### src/rtl/config_core_pkg.sv
// Shared types and helpers for the configurable-delay core and its delay line.
package config_core_pkg;

    localparam int PIPE_EN_BIT = 16;

    typedef struct packed {
        logic        b1;
        logic [15:0] b16;
    } data_word_t;

    function automatic int delay_bits(input int max_delay);
        return $clog2(max_delay + 1);
    endfunction

    // The status (event counter) register sits directly above the R/W registers.
    function automatic int status_offset(input int num_regs);
        return num_regs;
    endfunction

endpackage

### src/rtl/config_delay_line.sv
// Stallable shift pipeline of MAX_DELAY stages with a selectable output tap.
module config_delay_line
    import config_core_pkg::*;
#(
    parameter int MAX_DELAY  = 7,
    parameter int DELAY_BITS = 3
) (
    input  logic                  clk,
    input  logic                  rst_n,
    input  logic                  i_stall,
    input  logic [DELAY_BITS-1:0] i_eff_delay,
    input  data_word_t            i_data,
    output data_word_t            o_data
);

    data_word_t r_stage [MAX_DELAY];

    always_ff @(posedge clk or negedge rst_n) begin
        if (!rst_n) begin
            for (int i = 0; i < MAX_DELAY; i++) r_stage[i] <= '0;
        end else if (!i_stall) begin
            r_stage[0] <= i_data;
            for (int i = 1; i < MAX_DELAY; i++) r_stage[i] <= r_stage[i-1];
        end
    end

    // Tap 0 is a combinational bypass; tap N reads stage N-1. Taps switch without flushing.
    always_comb begin
        o_data = i_data;
        for (int i = 0; i < MAX_DELAY; i++) begin
            if (int'(i_eff_delay) == i + 1) o_data = r_stage[i];
        end
    end

endmodule

### src/rtl/config_delay_core.sv
// Generic tile core: config register file with registered read port, rising-edge
// event counter on data_in_1b, and a configurable-delay data pipeline.
module config_delay_core
    import config_core_pkg::*;
#(
    parameter int NUM_REGS   = 4,
    parameter int ADDR_WIDTH = 8,
    parameter int CFG_WIDTH  = 32,
    parameter int MAX_DELAY  = 7,
    parameter int CNT_WIDTH  = 16
) (
    input  logic                  clk,
    input  logic                  reset,
    input  logic [ADDR_WIDTH-1:0] config_config_addr,
    input  logic [CFG_WIDTH-1:0]  config_config_data,
    input  logic                  config_read,
    input  logic                  config_write,
    input  logic                  stall,
    input  logic [15:0]           data_in_16b,
    input  logic                  data_in_1b,
    output logic [15:0]           data_out_16b,
    output logic                  data_out_1b,
    output logic [CFG_WIDTH-1:0]  read_config_data,
    output logic                  read_config_valid
);

    localparam int                    DB          = delay_bits(MAX_DELAY);
    localparam logic [ADDR_WIDTH-1:0] STATUS_ADDR = ADDR_WIDTH'(status_offset(NUM_REGS));
    localparam logic [CNT_WIDTH-1:0]  CNT_MAX     = '1;
    localparam logic [DB-1:0]         DELAY_CAP   = DB'(MAX_DELAY);

    logic [CFG_WIDTH-1:0] r_regs [NUM_REGS];
    logic [CNT_WIDTH-1:0] r_cnt;
    logic                 r_prev;
    logic [CFG_WIDTH-1:0] r_rd_data;
    logic                 r_rd_valid;

    logic [CFG_WIDTH-1:0] w_rd_mux;
    logic [DB-1:0]        w_delay;
    logic                 w_pipe_en;
    logic [DB-1:0]        w_eff_delay;
    logic                 w_status_clr;
    logic                 w_rise;
    data_word_t           w_din;
    data_word_t           w_dout;

    always_ff @(posedge clk or negedge reset) begin
        if (!reset) begin
            for (int i = 0; i < NUM_REGS; i++) r_regs[i] <= '0;
        end else if (config_write) begin
            for (int i = 0; i < NUM_REGS; i++) begin
                if (config_config_addr == ADDR_WIDTH'(i)) r_regs[i] <= config_config_data;
            end
        end
    end

    // Read mux sees pre-write register and pre-clear counter values.
    always_comb begin
        w_rd_mux = '0;
        for (int i = 0; i < NUM_REGS; i++) begin
            if (config_config_addr == ADDR_WIDTH'(i)) w_rd_mux = r_regs[i];
        end
        if (config_config_addr == STATUS_ADDR) w_rd_mux = CFG_WIDTH'(r_cnt);
    end

    always_ff @(posedge clk or negedge reset) begin
        if (!reset) begin
            r_rd_data  <= '0;
            r_rd_valid <= 1'b0;
        end else begin
            r_rd_valid <= config_read;
            if (config_read) r_rd_data <= w_rd_mux;
        end
    end

    assign w_status_clr = config_write && (config_config_addr == STATUS_ADDR);
    assign w_rise       = !stall && data_in_1b && !r_prev;

    always_ff @(posedge clk or negedge reset) begin
        if (!reset) begin
            r_cnt  <= '0;
            r_prev <= 1'b0;
        end else begin
            if (w_status_clr)                  r_cnt <= '0;
            else if (w_rise && r_cnt != CNT_MAX) r_cnt <= r_cnt + 1'b1;
            if (!stall) r_prev <= data_in_1b;
        end
    end

    assign w_delay   = r_regs[0][DB-1:0];
    assign w_pipe_en = r_regs[0][PIPE_EN_BIT];

    always_comb begin
        w_eff_delay = '0;
        if (w_pipe_en) w_eff_delay = (w_delay > DELAY_CAP) ? DELAY_CAP : w_delay;
    end

    assign w_din.b1  = data_in_1b;
    assign w_din.b16 = data_in_16b;

    config_delay_line #(
        .MAX_DELAY  (MAX_DELAY),
        .DELAY_BITS (DB)
    ) u_delay_line (
        .clk         (clk),
        .rst_n       (reset),
        .i_stall     (stall),
        .i_eff_delay (w_eff_delay),
        .i_data      (w_din),
        .o_data      (w_dout)
    );

    assign data_out_16b      = w_dout.b16;
    assign data_out_1b       = w_dout.b1;
    assign read_config_data  = r_rd_data;
    assign read_config_valid = r_rd_valid;

endmodule

### config.mk
export PLATFORM = sky130hd
export DESIGN_NAME = config_delay_core
export DESIGN_NICKNAME = d
export VERILOG_FILES = /design/src/rtl/config_core_pkg.sv /design/src/rtl/config_delay_line.sv /design/src/rtl/config_delay_core.sv
export SDC_FILE = /design/constraint.sdc
export NUM_CORES = 1
export LEC_CHECK = 0
export ABC_AREA = 1
export CORE_MARGIN = 2
export CORE_UTILIZATION = 45
export DETAILED_ROUTE_END_ITERATION = 16
export DONT_BUFFER_PORTS = 1
export SLEW_MARGIN = 0
export SYNTH_ARGS = -nofsm -noshare
export SYNTH_HDL_FRONTEND = slang
export SYNTH_SLANG_ARGS = --single-unit
### constraint.sdc
create_clock -name clk -period 4.1 [get_ports clk]
set_input_delay 0.82 -clock clk [delete_from_list [all_inputs] [get_ports clk]]
set_output_delay 0.82 -clock clk [all_outputs]
set_load 0.02 [all_outputs]
# Word level (Yosys, flattened, before mapping)
# Cells that the tools add are included.
totals:
  ff_bits: 296
  in_bits: 62
  output_inout_bits: 50
  word_cells: 63
op_classes:
  addsub: 1
  n_lt_le_gt_ge: 1
  n_eq_ne: 12
  n_mux: 16
  reduce_logical: 12
op_table:
  columns: ["operator", "count"]
  rows:
  - ["32-bit two-way mux", 5]
  - ["17-bit two-way mux", 7]
  - ["16-bit two-way mux", 2]
  - ["16-bit by 1-bit adder with 16-bit output (second input constant)", 1]
  - ["8-bit by 2-bit equality test with 1-bit output (second input constant)", 2]
  - ["16-bit != test (second input constant)", 1]
  - ["3-bit equality test (second input constant)", 4]
  - ["8-bit by 1-bit equality test with 1-bit output (second input constant)", 1]
  - ["8-bit by 3-bit equality test with 1-bit output (second input constant)", 1]
  - ["8-bit zero test", 1]
  - ["2-bit AND reduction", 4]
  - ["3-bit by 2-bit equality test with 1-bit output (second input constant)", 2]
  - ["3-bit two-way mux", 2]
  - ["1-bit logical AND", 4]
  - ["3-bit by 1-bit equality test with 1-bit output (second input constant)", 1]
  - ["3-bit > comparator (second input constant)", 1]
  - ["1-bit zero test", 2]
  - ["2-bit nonzero test", 1]

# Longest topological paths before layout
logic_depth:
  depth_word: 11
  depth_mapped: 12
  ltp_nobuf: 11

# Cells and area by module
# Synthesis repeated with hierarchy kept, for this count alone.
hier_totals:
  cells_unflattened: 1771
  area_unflattened_um2: 13893.3
modules_own_cells:
  columns: ["mod", "instances", "cells_each", "area_per_inst_um2", "seq_area_each_um2"]
  rows:
  - ["config_delay_core", 1, 998, 8069.0, 4454.3]
  - ["config_delay_line", 1, 773, 5824.3, 2977.9]

# Least setup slack after synthesis
# OpenSTA, ideal clock, no wires.
synth_timing:
  path_kind: "reg-to-output"
  start: "register r_regs[97] (netlist bit)"
  end: "output data_out_16b[10]"
  arrival_time_ns: 1.558
  t_required_ns: 3.280
  path_slack_ns: 1.722
  stages_incl_launch_ff: 12
  path_buffers: 2
  cell_sequence: "dfrtp_1 buf_4 inv_1 nor2_1 nand2_2 buf_1 nand3_1 nand3_1 nand2_1 nand2_1 nand2_1 nand2_1"
synth_via:
  elab_chain_len: 11
  word_cells_on_any_way: 17
  cone_classes: "order compare (1); eq/ne (7); mux (9)"
synth_lines:
  columns: ["element", "line_no", "rtl"]
  rows:
  - ["start, declared", "config_delay_core.sv:32", "logic [CFG_WIDTH-1:0] r_regs [NUM_REGS];"]
  - ["start signal, assigned by index", "config_delay_core.sv:52", "if (config_config_addr == ADDR_WIDTH'(i)) r_regs[i] <= config_config_data;"]
  - ["3-bit > comparator", "config_delay_core.sv:95", "if (w_pipe_en) w_eff_delay = (w_delay > DELAY_CAP) ? DELAY_CAP : w_delay;"]
  - ["3-bit two-way mux * (2 in a row)", "config_delay_core.sv:95", null]
  - ["3-bit by 2-bit equality test with 1-bit output", "config_delay_line.sv:31", "if (int'(i_eff_delay) == i + 1) o_data = r_stage[i];"]
  - ["17-bit two-way mux (6 in a row)", "config_delay_line.sv:31", null]
  - ["17-bit two-way mux *", "config_delay_line.sv:31", null]
  - ["end, declared", "config_delay_core.sv:21", "output logic [15:0] data_out_16b,"]
# Every way passes the cells marked *; elsewhere a longest branch is shown, timed or not.

# Worst setup path in the final report
layout_timing:
  start: "register r_regs[98] (netlist bit)"
  end: "output data_out_16b[9]"
# The elaborated chain is that of the path after synthesis.

==> impl_metrics.ini <==
[outcome]
status = finished, final reports clean

[route]
route.detailed.drc = 0
first_pass_iters = 5
routedWlPerCell_um = 16.68
first_iter_violations = 1025
num_vias = 11000
ant_nets = 0
finalWirelength_um = 34900
viasPerCell = 5.256

[placed_design]
pre_cts_ws_ns = 0.7967
placed_area_sq_mm = 0.01382
dp_hpwl_um = 21130
port_buffers = 0
dp_cells = 2028
place.gp.congestion = 0.7988

[grt]
antenna_found_initial = 0
grt-ovfl-total = 0
grt_pass1_vias = 10900
grt_start_max_net_pins = 297
grt_use_total_pct = 22.69
grt_pass1_wl_um = 57500

[floorplanning]
die_w_um = 178.3
row_count = 63
start_util_pct = 45.89
die_area_sq_mm = 0.03180
core_area_sq_mm = 0.02980
ios = 112
fp.dieH_um = 178.3

[timing]
rsz0062_at_grt = false
drv_slew = 0
postLayoutSetupSlackWorst_ns = 0.4709
tightest_slew_ns = 1.103
max_freq_mhz = 275.6
hold_ws_ns = 0.02531
skew_ns = 0.01121
slew_headroom_pct = 26.21
finalHoldViolCount = 0
setup_viol = 0
finalSetupTns_ns = 0
finalCritPeriodShare_pct = 88.51
period_needed_ns = 3.629

[min_path]
hold_class = primary input to async pin

[layout]
final_cells = 2092
fin_util_pct = 50.51
drive_above_1_share_pct = 6.169
area_growth_pct = 10.06
layout.nets = 1739
n_antenna_cell = 0
design_area_sq_mm = 0.01505

[power_and_ir_drop]
vdd_drop_max_uv = 286.5
pwr-share-comb_pct = 7.2
powerDensity_mw_per_mm2 = 475.1
power.internal_mw = 5.381
p_seq_share_pct = 47.7
p_leak_nw = 7.433
p_total_mw = 7.151
switching_share_pct = 24.74
p_switching_mw = 1.769
clockPowerShare_pct = 45.1

[setup_path]
worstPathBufferInverterCount = 2
crit_arrival_ns = 2.81
crit_path_end_kind = output port
reg2reg_from = r_cnt[0]
cpMostUsedCell = nand2_1
cp_slowest_stage_delay_ns = 0.43
worstSetupPathType = register to output port
crit_path_cell_trace = inv_2 -> nand4_4 -> inv_2 -> nand2_1 -> nand3_1 -> nand3_1 -> nand2_1 -> nand2_1 -> nand2_1 -> nand2_1
path_max_fanout = 22
cp_top_family = simple AND/OR/NAND/NOR gates
cpMaxStageDelayCell = dfrtp_1
reg2reg_depth = 10
worstSetupStartpointType = register
r2r_end = r_cnt[11]
cp.required_ns = 3.28
r2r_setup_slack_ns = 1.60

[synthesis]
ys_warn_count = 0
syn_inst = 1722
yosys.area.top_type_share_pct = 54.17
syn_area_sq_mm = 0.01367
seq_area_frac_synth_pct = 54.17
yosys.area.top_type = dfrtp_1
yosysUniqueCellTypes = 32
synth_area_per_cell_sq_um = 7.941
synthTopCellsByArea = dfrtp_1, nand2_1, nand3_1
syn-num-nets = 1785
ys_ff_latch = 296

[flow_run]
maxCapViolCount = 0

[clocking]
clock_path_buffers = 3
post_cts_buffers = 0
insertion_delay_ns = 0.51
clock_sinks = 296
cts_root_buf = clkbuf_16
clk_pin_slew_ns = 0.06
htreeDepth = 2
cts_tree = yes
cts_buffers = 35
flip-flops by register name, summed over array words and instances (netlist names):
signal	count
r_regs	128
u_delay_line.r_stage	118
read_config_data	32
r_cnt	16
r_prev	1
read_config_valid	1
cell usage after synthesis, drive strengths merged:
| library cell | n |
|---|---|
| nor3b | 1 |
| a21oi | 49 |
| o21ai | 240 |
| clkbuf | 43 |
| nand2 | 659 |
| or2 | 1 |
| nand3 | 142 |
| clkinv | 1 |
| and2 | 1 |
| nor2 | 67 |
| inv | 117 |
| buf | 54 |
| nand4 | 29 |
| xor2 | 7 |
| dfrtp | 296 |
| ha | 1 |
| xnor2 | 1 |
| nor3 | 13 |
repair_timing:
item / in CTS / in global routing
gates resized for setup: 0 / 1
endpoints found under the hold margin: 1 / 0
setup endpoints to repair: 0 / 7
hold buffers: 1 / 0
power groups by stage:
stage	Clock [mW]	Sequential [mW]	Combinational, mW
after CTS	3.30	3.41	0.522
after global routing	3.41	3.44	0.605
final	3.23	3.41	0.514
after global placement	0	3.45	0.503
after floorplan	0	3.40	0.436
after detailed placement	0	3.45	0.521
placed cells by master, fill, tap and decap left out, drive strengths merged:
cell	instances
ha	1
xnor2	1
a21oi	49
nor3b	1
nor2	67
bufinv	2
or2	1
nor3	13
and2	1
clkinv	5
o21ai	240
dfrtp	296
clkbuf	56
nand2	659
nand4	29
xor2	7
inv	117
clkinvlp	1
buf	13
dlygate4sd3	1
nand3	142
metal layers:
metal | part of all wire, % | up-vias | routed length [um] | track usage (%)
met1 | 44 | 5269 | 15420 | 30.00
met2 | 48 | 238 | 16870 | 38.06
li1 | - | 5440 | - | -
met4 | 2.2 | 0 | 759 | 6.640
met3 | 5.3 | 49 | 1854 | 4.241
met5 | 0 | - | 0 | 0
worst reg2reg max path: stages (launching register included):
cell and delay (ns):
dfrtp_1 0.44, ha_1 0.26, nand3_2 0.14, nor2_2 0.09, nand2_1 0.11, nor3_2 0.06
nor2_1 0.83, nand3_1 0.25, nand2_1 0.12, nand2_1 0.05, nor2_1 0.09
worst max path at each step:
stage | from | to | slack, ns | cells past startpoint
6_report | r_regs[98] | data_out_16b[9] | 0.47 | 10
3_5_place_dp | r_regs[98] | data_out_16b[9] | 0.80 | 10
3_3_place_gp | r_regs[98] | data_out_16b[9] | 0.79 | 10
2_1_floorplan | r_regs[97] | data_out_16b[10] | 1.72 | 11
5_1_grt | r_regs[98] | data_out_16b[4] | 0.18 | 10
4_1_cts | r_regs[98] | data_out_16b[9] | 0.24 | 10
kinds of logic (layout without fill, tap and decap cells):
kind of cell	count (synthesis)	after routing	synth area share [%]
simple gates	913	913	28.04
flops	296	296	54.17
compound gates	289	289	10.60
buf+inv	215	195	6.588
xor+xnor	8	8	0.5124
fa+ha+maj	1	1	0.09149
cell type report:
cell class                      count  area (sq um)
Sequential cell                   296          7407
Clock inverter                      7         87.58
Multi-Input combinational cell   1211          5375
Inverter                          118         444.2
Fill cell                        2924         14750
Timing Repair Buffer               14         120.1
Clock buffer                       56          1127
Tap cell                          390         488.0
Note: power is estimated with default switching activity, not from simulation.
